[src/rtl/multicycle_ctrl.sv]
// Multi-cycle MIPS control FSM: sequences the shared datapath per instruction.
// Ports: clk, rst (async, active-high); op[5:0], zero, mem_ready in;
//   mem_req, memwrite, iord, irwrite, pcen, regwrite, regdst, memtoreg,
//   alusrca, alusrcb[1:0], aluop[1:0], pcsrc[1:0], bus_err, exc out.
// MEM_TIMEOUT: max stall cycles per memory access (0 disables the check).
// Optional macro MCTRL_TRAP_EN: illegal opcodes enter a sticky TRAP state.
module multicycle_ctrl #(
  parameter int MEM_TIMEOUT = 255
) (
  input  logic       clk,
  input  logic       rst,
  input  logic [5:0] op,
  input  logic       zero,
  input  logic       mem_ready,
  output logic       mem_req,
  output logic       memwrite,
  output logic       iord,
  output logic       irwrite,
  output logic       pcen,
  output logic       regwrite,
  output logic       regdst,
  output logic       memtoreg,
  output logic       alusrca,
  output logic [1:0] alusrcb,
  output logic [1:0] aluop,
  output logic [1:0] pcsrc,
  output logic       bus_err,
  output logic       exc
);

  typedef enum logic [3:0] {
    S_FETCH  = 4'd0,
    S_DECODE = 4'd1,
    S_MEMADR = 4'd2,
    S_MEMRD  = 4'd3,
    S_MEMWB  = 4'd4,
    S_MEMWR  = 4'd5,
    S_EXEC   = 4'd6,
    S_ALUWB  = 4'd7,
    S_BRANCH = 4'd8,
    S_ADDIEX = 4'd9,
    S_ADDIWB = 4'd10,
    S_JUMP   = 4'd11,
    S_TRAP   = 4'd12,
    S_HALT   = 4'd13
  } state_t;

  localparam logic [5:0] OP_LW   = 6'b100011;
  localparam logic [5:0] OP_SW   = 6'b101011;
  localparam logic [5:0] OP_RT   = 6'b000000;
  localparam logic [5:0] OP_BEQ  = 6'b000100;
  localparam logic [5:0] OP_ADDI = 6'b001000;
  localparam logic [5:0] OP_J    = 6'b000010;

  localparam int CW =
    (MEM_TIMEOUT > 1) ? $clog2(MEM_TIMEOUT + 1) : 1;

  state_t        r_state;
  state_t        w_next;
  logic [CW-1:0] r_wait;
  logic [CW-1:0] w_wait_nxt;
  logic          r_berr;
  logic          w_timeout;
  logic          w_ready;

  logic       w_req;
  logic       w_mwr;
  logic       w_iord;
  logic       w_irw;
  logic       w_pcw;
  logic       w_br;
  logic       w_rw;
  logic       w_rdst;
  logic       w_m2r;
  logic       w_srca;
  logic [1:0] w_srcb;
  logic [1:0] w_aluop;
  logic [1:0] w_pcsrc;

  // Once the stall budget is spent, a late mem_ready must not complete
  // the access: the FSM is already committed to HALT.
  assign w_timeout = (MEM_TIMEOUT != 0) &&
                     (r_wait == CW'(MEM_TIMEOUT));
  assign w_ready   = mem_ready & ~w_timeout;

  always_ff @(posedge clk or posedge rst) begin
    if (rst) begin
      r_state <= S_FETCH;
      r_wait  <= '0;
      r_berr  <= 1'b0;
    end else begin
      r_state <= w_next;
      r_wait  <= w_wait_nxt;
      if (w_timeout) r_berr <= 1'b1;
    end
  end

  always_comb begin
    w_next = r_state;
    case (r_state)
      S_FETCH: begin
        if (w_timeout)    w_next = S_HALT;
        else if (w_ready) w_next = S_DECODE;
      end
      S_DECODE: begin
        unique case (1'b1)
          (op == OP_LW),
          (op == OP_SW):   w_next = S_MEMADR;
          (op == OP_RT):   w_next = S_EXEC;
          (op == OP_BEQ):  w_next = S_BRANCH;
          (op == OP_ADDI): w_next = S_ADDIEX;
          (op == OP_J):    w_next = S_JUMP;
`ifdef MCTRL_TRAP_EN
          default:         w_next = S_TRAP;
`else
          default:         w_next = S_FETCH;
`endif
        endcase
      end
      S_MEMADR: begin
        w_next = (op == OP_SW) ? S_MEMWR : S_MEMRD;
      end
      S_MEMRD: begin
        if (w_timeout)    w_next = S_HALT;
        else if (w_ready) w_next = S_MEMWB;
      end
      S_MEMWR: begin
        if (w_timeout)    w_next = S_HALT;
        else if (w_ready) w_next = S_FETCH;
      end
      S_MEMWB:  w_next = S_FETCH;
      S_EXEC:   w_next = S_ALUWB;
      S_ALUWB:  w_next = S_FETCH;
      S_BRANCH: w_next = S_FETCH;
      S_ADDIEX: w_next = S_ADDIWB;
      S_ADDIWB: w_next = S_FETCH;
      S_JUMP:   w_next = S_FETCH;
`ifdef MCTRL_TRAP_EN
      S_TRAP:   w_next = S_TRAP;
`else
      S_TRAP:   w_next = S_FETCH;
`endif
      S_HALT:   w_next = S_HALT;
      default:  w_next = S_FETCH;
    endcase
  end

  always_comb begin
    w_wait_nxt = '0;
    if (w_req && !mem_ready && (w_next == r_state))
      w_wait_nxt = (&r_wait) ? r_wait : r_wait + CW'(1);
  end

  always_comb begin
    w_req   = 1'b0;
    w_mwr   = 1'b0;
    w_iord  = 1'b0;
    w_irw   = 1'b0;
    w_pcw   = 1'b0;
    w_br    = 1'b0;
    w_rw    = 1'b0;
    w_rdst  = 1'b0;
    w_m2r   = 1'b0;
    w_srca  = 1'b0;
    w_srcb  = 2'b00;
    w_aluop = 2'b00;
    w_pcsrc = 2'b00;
    case (r_state)
      S_FETCH: begin
        w_req  = 1'b1;
        w_srcb = 2'b01;
        w_irw  = w_ready;
        w_pcw  = w_ready;
      end
      S_DECODE: w_srcb = 2'b11;
      S_MEMADR: begin
        w_srca = 1'b1;
        w_srcb = 2'b10;
      end
      S_MEMRD: begin
        w_req  = 1'b1;
        w_iord = 1'b1;
      end
      S_MEMWB: begin
        w_rw  = 1'b1;
        w_m2r = 1'b1;
      end
      S_MEMWR: begin
        w_req  = 1'b1;
        w_mwr  = 1'b1;
        w_iord = 1'b1;
      end
      S_EXEC: begin
        w_srca  = 1'b1;
        w_aluop = 2'b10;
      end
      S_ALUWB: begin
        w_rw   = 1'b1;
        w_rdst = 1'b1;
      end
      S_BRANCH: begin
        w_srca  = 1'b1;
        w_aluop = 2'b01;
        w_pcsrc = 2'b01;
        w_br    = 1'b1;
      end
      S_ADDIEX: begin
        w_srca = 1'b1;
        w_srcb = 2'b10;
      end
      S_ADDIWB: w_rw = 1'b1;
      S_JUMP: begin
        w_pcsrc = 2'b10;
        w_pcw   = 1'b1;
      end
      default: ;
    endcase
  end

  // Gating with rst drops an in-flight request the moment reset rises.
  assign mem_req  = w_req  & ~rst;
  assign memwrite = w_mwr  & ~rst;
  assign iord     = w_iord & ~rst;
  assign irwrite  = w_irw  & ~rst;
  assign pcen     = (w_pcw | (w_br & zero)) & ~rst;
  assign regwrite = w_rw   & ~rst;
  assign regdst   = w_rdst & ~rst;
  assign memtoreg = w_m2r  & ~rst;
  assign alusrca  = w_srca & ~rst;
  assign alusrcb  = w_srcb  & {2{~rst}};
  assign aluop    = w_aluop & {2{~rst}};
  assign pcsrc    = w_pcsrc & {2{~rst}};
  assign bus_err  = r_berr;

`ifdef MCTRL_TRAP_EN
  logic r_exc;

  always_ff @(posedge clk or posedge rst) begin
    if (rst)                    r_exc <= 1'b0;
    else if (r_state == S_TRAP) r_exc <= 1'b1;
  end

  assign exc = r_exc;
`else
  assign exc = 1'b0;
`endif

endmodule

[config.mk]
export PLATFORM = sky130hd
export DESIGN_NAME = multicycle_ctrl
export DESIGN_NICKNAME = d
export VERILOG_FILES = /design/src/rtl/multicycle_ctrl.sv
export SDC_FILE = /design/constraint.sdc
export NUM_CORES = 1
export LEC_CHECK = 0
export BUFFER_PORTS_ARGS = -buffer_cell sky130_fd_sc_hd__buf_4
export CORE_MARGIN = 3
export CORE_UTILIZATION = 45
export CTS_BUF_LIST = sky130_fd_sc_hd__clkbuf_2 sky130_fd_sc_hd__clkbuf_4 sky130_fd_sc_hd__clkbuf_8
export CTS_CLUSTER_DIAMETER = 60
export DETAILED_ROUTE_END_ITERATION = 7
export PLACE_DENSITY = 0.7
export SLEW_MARGIN = 20
export SYNTH_ARGS = -nofsm -noshare
export SYNTH_HDL_FRONTEND = slang
export SYNTH_SLANG_ARGS = --single-unit
[constraint.sdc]
create_clock -name clk -period 3.15 [get_ports clk]
set_input_delay 0.63 -clock clk [delete_from_list [all_inputs] [get_ports clk]]
set_output_delay 0.63 -clock clk [all_outputs]
set_load 0.01 [all_outputs]
==> flow_metrics.py, run 1 <==
metrics = {
    "timing": {
        "drv_slew": 0,
        "fin_skew_ps": 2.41,
        "slew_headroom_pct": 61.6,
        "fmax_ghz": 0.408,
        "hold_viol": 0,
        "worst_pin_slew_ps": 577,
        "tns_ps": 0,
        "setup_violations": 0,
        "hold_slack_ps": 363,
        "rsz0062_at_grt": "no",
        "period_minus_slack_ps": 2450,
        "period_share_pct": 77.9,
    },
    "drt": {
        "drc": 0,
        "dr.pass1.iters": 3,
        "drtAntennaViolNets": 0,
        "via_per_inst": 5.56,
        "vias": 967,
        "drtIter0Drc": 23,
        "routed_wl_um": 2230,
        "routedWlPerCell_um": 12.8,
    },
    "placed_design": {
        "dp_hpwl_um": 1770,
        "place_congestion": 0.853,
        "io_buffers": 25,
    },
    "critical_path": {
        "reg2reg_setup_slack_ps": 1430,
        "cp_max_fo": 20,
        "arrival_ps": 1820,
        "r2r-start": "r_state[1]$_DFF_PP0_",
        "cpPeakStageDelay_ps": 710,
        "cp_top_family": "flip-flops",
        "path_cells": "nor2b_1 -> a21oi_1 -> o32a_1 -> nor2_1 -> buf_4",
        "cp_slowest_cell": "dfrtp_1",
        "crit_type": "flip-flop to output pin",
        "start_kind": "flip-flop",
        "cp.depth": 5,
        "cp-startpoint": "r_state[3]$_DFF_PP0_",
        "critPathBufInv": 1,
        "rr_endpoint": "r_state[0]$_DFF_PP0_",
        "r2r.worst_path.cells": 4,
        "setup.worst_path.end": "regwrite",
        "cp.required_ps": 2520,
        "crit_path_end_kind": "output pin",
    },
    "yosys": {
        "synthMuxAreaShare_pct": 0,
        "synth_compound_area_share_pct": 15.9,
        "synth-seq-cells": 13,
        "yosys.area.top_type": "dfrtp_1",
        "synth_top_area_share_pct": 33.6,
        "synth-seq-area-share_pct": 33.6,
        "synth_edf_count": 0,
        "syn-mean-instance-area_um2": 7.74,
        "synth_fa_ha_area_share_pct": 1.29,
        "synth_top_family_by_area": "simple AND/OR/NAND/NOR gates",
        "ys_warn_count": 0,
        "synthTopCellsByCount": "nor2_1 (17), dfrtp_1 (13), nor3_1 (11)",
        "synth_most_common_cell": "nor2_1",
        "synthArstFlopShare_pct": 100,
        "post_synth_num_cell_types": 38,
        "synthTopCellsByArea": "dfrtp_1 (34%), nor2_1 (6.6%), nor3_1 (5.7%)",
        "netlist_instances": 125,
        "synth_fp_nets": 136,
        "netlist_area_um2": 967,
        "synth-simple-area-share_pct": 36.9,
        "synth_ff_type": "dfrtp_1",
        "synth_xor_xnor_area_share_pct": 6.34,
    },
    "global_route": {
        "gr-total-overflow": 0,
        "grt_usage_pct": 17.7,
        "antenna_found_initial": 0,
        "first_global_vias": 853,
        "grt_max_degree": 21,
        "grt_pass1_wl_um": 3750,
    },
    "power": {
        "power.density_nw_per_um2": 535,
        "leakage_nw": 0.536,
        "ir_drop_mv": 0.264,
    },
    "finish": {
        "num-nets-final": 159,
        "antennaDiodeCount": 0,
        "fillerInstances": 203,
        "drive_gt1_share_pct": 23.8,
        "area_growth_syn_to_layout_pct": 22.5,
    },
    "cts": {
        "root_buffer": "clkbuf_4",
        "cts.repair.resized": 0,
        "hold_buffers": 0,
        "numCtsBuffers": 3,
        "cts_tree": "yes",
        "cts.sinks": 13,
        "clk_latency_ps": 270,
        "cts_setup_buffers": 0,
        "cts_htree_levels": 1,
        "clk_pin_slew_ps": 80,
        "clock_path_buffers": 2,
    },
    "floorplanning": {
        "num_rows": 16,
        "ios": 27,
        "die_w_um": 52.4,
        "initial_utilization_pct": 48.3,
        "core-area_um2": 2000,
        "die_h_um": 52.4,
        "die_area_um2": 2740,
    },
    "run": {
        "drv_cap": 0,
    },
    "min_path": {
        "hp-class": "primary input to asynchronous set/reset pin",
    },
    "run_status": {
        "run_status": "finished, final reports clean",
    },
}
==> layout by cell type (no fill, tap or decap), drive strengths merged, types with 3 or more instances in the layout <==
cell type / netlist / layout
a21oi: 7 / 7
and3: 5 / 5
buf: 5 / 26
clkbuf: 3 / 3
dfrtp: 13 / 13
inv: 4 / 4
nand2: 8 / 8
nand3: 8 / 8
nor2: 17 / 17
nor3: 11 / 11
o21ai: 5 / 5
or3: 6 / 6
xor2: 5 / 5
==> final cells by class <==
cell class,count,area (µm²),share of cell area (%)
clock buffer,3,22.5,1.90
clock inverter,1,5.00,0.422
inverter,4,15.0,1.27
multi-input combinational,100,588,49.6
sequential,13,325,27.5
tap,27,33.8,2.85
timing repair buffer,26,195,16.5
==> report_power, final <==
group / switching (mW) / internal [mW] / total [mW]
combinational: 0.148 / 0.133 / 0.281
sequential: 0.0627 / 0.191 / 0.254
clock: 0.0523 / 0.0470 / 0.0993
total: 0.263 / 0.371 / 0.634
==> how the worst min path moves through the flow <==
stage | startpoint | to | cells after the start
floorplan | r_wait[0]$_DFFE_PP0P_ | r_wait[0]$_DFFE_PP0P_ | 1
global placement | r_wait[0]$_DFFE_PP0P_ | r_wait[0]$_DFFE_PP0P_ | 1
detailed placement | bus_err$_DFFE_PP0P_ | bus_err$_DFFE_PP0P_ | 1
CTS | rst | r_wait[4]$_DFFE_PP0P_ | 2
global route | rst | r_wait[4]$_DFFE_PP0P_ | 2
finish | rst | r_wait[4]$_DFFE_PP0P_ | 2
==> routing by layer <==
metal  routed length, µm  up-vias  global-route usage, %
met5                   0        -                      0
met4                   0        0                   1.28
met3                  82        0                   3.42
met2                1050       17                   30.0
met1                1100      458                   24.2
li1                    -      492                      -
==> cells by family after synthesis <==
| group | after synthesis |
|---|---|
| flip-flops | 13 |
| buffers and inverters | 12 |
| AND/OR/NAND/NOR | 68 |
| other | 1 |
| AO/OA/AOI/OAI | 23 |
| XOR/XNOR | 7 |
| adder cells (fa/ha/maj) | 1 |
==> metrics by stage <==
stage	power [mW]	instances	utilization, %	setup WS, ps	cell area [µm²]
floorplan	0.448	125	-	1080	967
global placement	0.535	170	57.8	1060	1160
CTS	0.639	174	59.2	713	1180
global route	0.689	174	59.2	542	1180
finish	0.634	174	59.2	697	1180
detailed placement	0.541	170	57.8	1020	1160
==> flip-flops by register name, indices dropped and copies added (netlist names) <==
register  cells
bus_err       1
r_state       4
r_wait        8
Power figures use the tool's default switching activity.
==> run 2: changes to the inputs <==
--- a/config.mk
+++ b/config.mk
@@ -5,13 +5,14 @@
 export SDC_FILE = /design/constraint.sdc
 export NUM_CORES = 1
 export LEC_CHECK = 0
+export ABC_AREA = 1
 export BUFFER_PORTS_ARGS = -buffer_cell sky130_fd_sc_hd__buf_4
 export CORE_MARGIN = 3
 export CORE_UTILIZATION = 45
 export CTS_BUF_LIST = sky130_fd_sc_hd__clkbuf_2 sky130_fd_sc_hd__clkbuf_4 sky130_fd_sc_hd__clkbuf_8
 export CTS_CLUSTER_DIAMETER = 60
 export DETAILED_ROUTE_END_ITERATION = 7
-export PLACE_DENSITY = 0.7
+export PLACE_DENSITY = 0.72
 export SLEW_MARGIN = 20
 export SYNTH_ARGS = -nofsm -noshare
 export SYNTH_HDL_FRONTEND = slang
==> constraint.sdc (replaced) <==
create_clock -name clk -period 2.23 [get_ports clk]
set_input_delay 0.446 -clock clk [delete_from_list [all_inputs] [get_ports clk]]
set_output_delay 0.446 -clock clk [all_outputs]
set_load 0.01 [all_outputs]
==> run 2 against run 1 <==
Net effect: die area up 11%; global-route usage down 0.062 points; flip-flop and latch count unchanged; critical endpoint is now pcen; worst hold slack lost 80 ps; first-iteration DRC count up 39%; sequential share of layout area shrank 3.4 points; via count up 12%; synthesized area rose by 12%.
==> flow_metrics.py, run 2 <==
metrics = {
    "timing": {
        "tns_ps": 0,
        "rsz0062_at_grt": "no",
        "period_share_pct": 93.8,
        "hold_viol": 0,
        "fmax_ghz": 0.478,
        "period_minus_slack_ps": 2090,
        "hold_slack_ps": 283,
        "fin_skew_ps": 4.06,
        "drv_slew": 0,
        "setup_violations": 0,
    },
    "cts": {
        "clk_pin_slew_ps": 80,
        "cts_htree_levels": 1,
        "numCtsBuffers": 3,
        "hold_buffers": 0,
        "clock_path_buffers": 2,
        "clk_latency_ps": 280,
        "root_buffer": "clkbuf_4",
        "cts.sinks": 13,
        "cts_tree": "yes",
    },
    "critical_path": {
        "crit_type": "flip-flop to output pin",
        "path_cells": "ha_1 -> nand2_1 -> nor2_2 -> nand2_2 -> nand3_1 -> nor2_1 -> a211o_1 -> buf_4",
        "start_kind": "flip-flop",
        "cp_max_fo": 7,
        "crit_path_end_kind": "output pin",
        "cpPeakStageDelay_ps": 360,
        "cp_slowest_cell": "dfrtp_1",
        "reg2reg_setup_slack_ps": 580,
        "cp.required_ps": 1780,
        "arrival_ps": 1650,
        "rr_endpoint": "r_wait[2]$_DFFE_PP0P_",
        "cp_top_family": "simple AND/OR/NAND/NOR gates",
        "critPathBufInv": 1,
        "r2r-start": "r_wait[0]$_DFFE_PP0P_",
        "r2r.worst_path.cells": 8,
    },
    "floorplanning": {
        "num_rows": 17,
        "initial_utilization_pct": 48.1,
        "core-area_um2": 2250,
        "ios": 27,
        "die_h_um": 55.1,
        "die_w_um": 55.1,
        "die_area_um2": 3040,
    },
    "global_route": {
        "antenna_found_initial": 0,
        "grt_max_degree": 9,
        "first_global_vias": 917,
        "grt_pass1_wl_um": 3910,
        "gr-total-overflow": 0,
        "grt_usage_pct": 17.6,
    },
    "yosys": {
        "synth_edf_count": 0,
        "synth_top_area_share_pct": 30.0,
        "yosys.area.top_type": "dfrtp_1",
        "syn-mean-instance-area_um2": 6.87,
        "synth_fp_nets": 169,
        "synthTopCellsByArea": "dfrtp_1 (30%), nand2_1 (10%), nor2_1 (9.0%)",
        "synthArstFlopShare_pct": 100,
        "synthTopCellsByCount": "nand2_1 (29), nor2_1 (26), inv_1 (21)",
        "netlist_area_um2": 1080,
        "synth-seq-cells": 13,
        "netlist_instances": 158,
        "synth_most_common_cell": "nand2_1",
        "post_synth_num_cell_types": 29,
        "ys_warn_count": 0,
        "synth-seq-area-share_pct": 30.0,
        "synth_ff_type": "dfrtp_1",
    },
    "finish": {
        "final_cells": 217,
        "antennaDiodeCount": 0,
        "largest_register_ff_count": 8,
        "fin_util_pct": 60.1,
        "num-nets-final": 201,
        "regMostFlops": "r_wait",
        "layout_common_cells": "nand2_1 (28), buf_4 (28), nor2_1 (26)",
        "area_growth_syn_to_layout_pct": 24.9,
        "drive_gt1_share_pct": 29.6,
    },
    "run_status": {
        "run_status": "finished, final reports clean",
    },
    "power": {
        "power.density_nw_per_um2": 797,
        "ir_drop_mv": 0.512,
        "leakage_nw": 0.742,
    },
    "placed_design": {
        "dpl.cell_count": 212,
        "place_congestion": 0.866,
        "io_buffers": 25,
        "dp_hpwl_um": 2110,
    },
    "drt": {
        "drtAntennaViolNets": 0,
        "dr.pass1.iters": 4,
        "drc": 0,
        "routed_wl_um": 2510,
        "drtIter0Drc": 32,
        "routedWlPerCell_um": 11.6,
        "via_per_inst": 5.00,
        "vias": 1086,
    },
    "run": {
        "drv_cap": 0,
    },
    "min_path": {
        "hp-class": "primary input to asynchronous set/reset pin",
    },
}
[run 2: cell types whose count changed after synthesis, sizes merged, moves of 3 or more]
cell	change
and3	-5
buf	-4
clkbuf	-3
inv	+21
nand2	+25
nand3	+6
nand4	+3
nor2	+15
or3	-6
[run 2: tightest hold or removal path, delay by kind of cell]
family,cells,cell delay [ps]
buffers and inverters,3,450
[run 2: worst max-delay path by stage]
| stage | depth (start not counted) | slack, ps | startpoint | end |
|---|---|---|---|---|
| detailed placement | 8 | 340 | r_wait[0]$_DFFE_PP0P_ | pcen |
| CTS | 8 | 30 | r_wait[0]$_DFFE_PP0P_ | pcen |
| finish | 8 | 140 | r_wait[1]$_DFFE_PP0P_ | pcen |
| global placement | 8 | 380 | r_wait[0]$_DFFE_PP0P_ | pcen |
| global route | 5 | 20 | r_state[3]$_DFF_PP0_ | alusrca |
| floorplan | 4 | 420 | rst | pcen |
[run 2: what timing repair did]
item,in CTS,in global routing
buffers inserted,0,1
endpoints found under the setup margin,0,1
resized for setup,0,1
[run 2: cell families after synthesis]
kind of cell               count (synthesis)  synth area share, %
AOI/OAI and AO/OA                         14                 7.50
adders and majority gates                  1                 1.15
and+or+nand+nor                           97                 47.2
other                                      1                0.346
xor gates and xnor gates                   5                 4.04
DFF                                       13                 30.0
buffers and inverters                     27                 9.80
[run 2: per-stage QoR]
stage                     instance area (µm²)  power, mW  worst slack [ps]
after floorplan                          1080      0.743               421
after global placement                   1320      0.908               382
after detailed placement                 1320      0.921               341
after CTS                                1350       1.08              31.7
after global routing                     1360       1.18              20.3
final                                    1360       1.08               137
[run 2: power breakdown]
group          internal, mW  switching, mW  leakage [nW]  total (mW)
sequential            0.267         0.0528         0.178       0.320
combinational         0.229          0.374         0.545       0.603
clock                0.0816         0.0753        0.0184       0.157
total                 0.578          0.502         0.742        1.08
[run 2: metal layers]
| layer | vias up | GRT usage [%] | wire [µm] |
|---|---|---|---|
| li1 | 571 | - | - |
| met1 | 479 | 26.0 | 1250 |
| met2 | 36 | 26.2 | 1080 |
| met3 | 0 | 4.83 | 187 |
| met4 | 0 | 2.02 | 0 |
| met5 | - | 0 | 0 |
[run 2: final cells by class]
| type | instances | area, µm² |
|---|---|---|
| clock buffers | 4 | 30.0 |
| fillers | 218 | 900 |
| inverters | 26 | 98.8 |
| multi-input cells | 118 | 656 |
| flip-flops and latches | 13 | 325 |
| well taps | 28 | 35.0 |
| repair buffers | 28 | 210 |
==> run 3: changes to the inputs <==
--- a/config.mk
+++ b/config.mk
@@ -8,11 +8,13 @@
 export ABC_AREA = 1
 export BUFFER_PORTS_ARGS = -buffer_cell sky130_fd_sc_hd__buf_4
 export CORE_MARGIN = 3
-export CORE_UTILIZATION = 45
+export CORE_UTILIZATION = 49
 export CTS_BUF_LIST = sky130_fd_sc_hd__clkbuf_2 sky130_fd_sc_hd__clkbuf_4 sky130_fd_sc_hd__clkbuf_8
 export CTS_CLUSTER_DIAMETER = 60
+export CTS_CLUSTER_SIZE = 16
 export DETAILED_ROUTE_END_ITERATION = 7
-export PLACE_DENSITY = 0.72
+export PLACE_DENSITY = 0.77
+export REMOVE_ABC_BUFFERS = 1
 export SLEW_MARGIN = 20
 export SYNTH_ARGS = -nofsm -noshare
 export SYNTH_HDL_FRONTEND = slang
==> run 3 against run 2 <==
Net effect: clock skew is 2.8 ps lower; worst hold slack lost 30 ps; cell count up 0.92%; register-to-register slack got worse by 90 ps; sequential share of layout area shrank 0.37 points; critical path depth did not move; via count rose by 1.4%; non-clock buffer count up 3; flip-flop and latch count unchanged; routed wire length shrank 0.56%.
==> flow_metrics.py, run 3 (synthesized netlist as in run 2, its figures left out) <==
metrics = {
    "run_status": {
        "run_status": "finished, final reports clean",
    },
    "cts": {
        "clock_path_buffers": 2,
        "cts_htree_levels": 1,
        "hold_buffers": 0,
        "cts_tree": "yes",
        "root_buffer": "clkbuf_4",
        "clk_latency_ps": 280,
        "numCtsBuffers": 3,
        "cts.sinks": 13,
        "clk_pin_slew_ps": 80,
    },
    "finish": {
        "final_area_um2": 1380,
        "drive_gt1_share_pct": 30.7,
        "num-nets-final": 204,
        "antennaDiodeCount": 0,
        "layout_commonest_cell": "buf_4",
        "layout_common_cells": "buf_4 (31), nand2_1 (28), nor2_1 (26)",
        "fillerInstances": 177,
        "area_growth_syn_to_layout_pct": 26.9,
        "largest_register_ff_count": 8,
        "regMostFlops": "r_wait",
        "fin_util_pct": 68.1,
    },
    "critical_path": {
        "cp_slowest_cell": "dfrtp_1",
        "cpPeakStageDelay_ps": 370,
        "start_kind": "flip-flop",
        "crit_path_end_kind": "output pin",
        "critPathBufInv": 1,
        "path_cells": "ha_1 -> nand2_1 -> nor2_2 -> nand2_2 -> nand3_1 -> nor2_1 -> a211o_1 -> buf_4",
        "cp.required_ps": 1780,
        "crit_type": "flip-flop to output pin",
        "arrival_ps": 1640,
        "cp_max_fo": 4,
        "cp_top_family": "simple AND/OR/NAND/NOR gates",
    },
    "floorplanning": {
        "core-area_um2": 2020,
        "die_area_um2": 2810,
        "initial_utilization_pct": 53.7,
        "die_w_um": 53.1,
        "num_rows": 16,
        "ios": 27,
        "die_h_um": 53.1,
    },
    "drt": {
        "drtIter0Drc": 41,
        "dr.pass1.iters": 4,
        "drtAntennaViolNets": 0,
        "vias": 1101,
        "routed_wl_um": 2500,
        "via_per_inst": 5.03,
        "routedWlPerCell_um": 11.4,
        "drc": 0,
    },
    "power": {
        "sequentialPowerShare_pct": 29.8,
        "power.switching_mw": 0.504,
        "swShare_pct": 46.6,
        "leakage_nw": 0.756,
        "power.density_nw_per_um2": 786,
        "ir_drop_mv": 0.453,
        "comb_power_share_pct": 55.5,
        "p_clk_share_pct": 14.7,
        "intPower_mw": 0.577,
    },
    "global_route": {
        "grt_usage_pct": 19.2,
        "antenna_found_initial": 0,
        "grt_max_degree": 9,
        "first_global_vias": 924,
        "grt_pass1_wl_um": 4000,
        "gr-total-overflow": 0,
    },
    "placed_design": {
        "dp_hpwl_um": 2010,
        "io_buffers": 25,
        "post_dp_cell_area_um2": 1310,
        "place_congestion": 0.829,
    },
    "timing": {
        "hold_viol": 0,
        "period_share_pct": 93.4,
        "fin_skew_ps": 1.29,
        "period_minus_slack_ps": 2080,
        "drv_slew": 0,
        "fmax_ghz": 0.480,
        "tns_ps": 0,
        "setup_violations": 0,
        "hold_slack_ps": 253,
        "rsz0062_at_grt": "no",
    },
    "min_path": {
        "hp-class": "primary input to asynchronous set/reset pin",
    },
    "run": {
        "drv_cap": 0,
    },
}
[run 3: worst min-delay path, stage by stage]
cell and delay [ps]:
buf_4 140, inv_1 110, buf_4 180
[run 3: what timing repair did]
item / 4_1_cts / 5_1_grt
endpoints found under the setup margin: 0 / 2
gates resized for setup: 0 / 1
setup buffers: 0 / 4
[run 3: through the flow]
stage / instances / setup WS (ps) / total power, mW
after floorplan: 157 / 421 / 0.742
after global placement: 211 / 376 / 0.906
after detailed placement: 211 / 344 / 0.920
after CTS: 215 / 18.9 / 1.08
after global routing: 219 / 26.8 / 1.17
final: 219 / 146 / 1.08
[run 3: worst paths after layout]
path                                       start               endpoint  slack (ps)  cells past startpoint
max                        r_wait[0]$_DFFE_PP0P_                   pcen         150                      8
min                                          rst   r_state[1]$_DFF_PP0_         250                      3
max reg2reg                r_wait[0]$_DFFE_PP0P_  r_wait[7]$_DFFE_PP0P_         490                     12
min reg2reg                  bus_err$_DFFE_PP0P_    bus_err$_DFFE_PP0P_         480                      1
max in group asynchronous                    rst  r_wait[3]$_DFFE_PP0P_        1860                      3
min in group clk             bus_err$_DFFE_PP0P_    bus_err$_DFFE_PP0P_         480                      1
[run 3: power groups by stage]
stage	clock network [mW]	registers, mW	logic, mW
finish	0.159	0.323	0.600
CTS	0.164	0.322	0.594
floorplan	0	0.312	0.430
global placement	0	0.324	0.582
detailed placement	0	0.327	0.593
global route	0.173	0.328	0.666
[run 3: cell type report]
| type | count | area (µm²) | share of cell area, % |
|---|---|---|---|
| clock buffers | 4 | 30.0 | 2.18 |
| inverters | 26 | 98.8 | 7.18 |
| multi-input cells | 118 | 656 | 47.6 |
| flip-flops and latches | 13 | 325 | 23.6 |
| well taps | 27 | 33.8 | 2.45 |
| repair buffers | 31 | 233 | 16.9 |
[run 3: layer usage]
metal | wire [µm] | up-vias | GRT usage (%)
met5 | 0 | - | 0
met4 | 27 | 0 | 3.83
met3 | 109 | 4 | 4.51
met2 | 1190 | 27 | 30.4
met1 | 1170 | 493 | 26.5
li1 | - | 577 | -
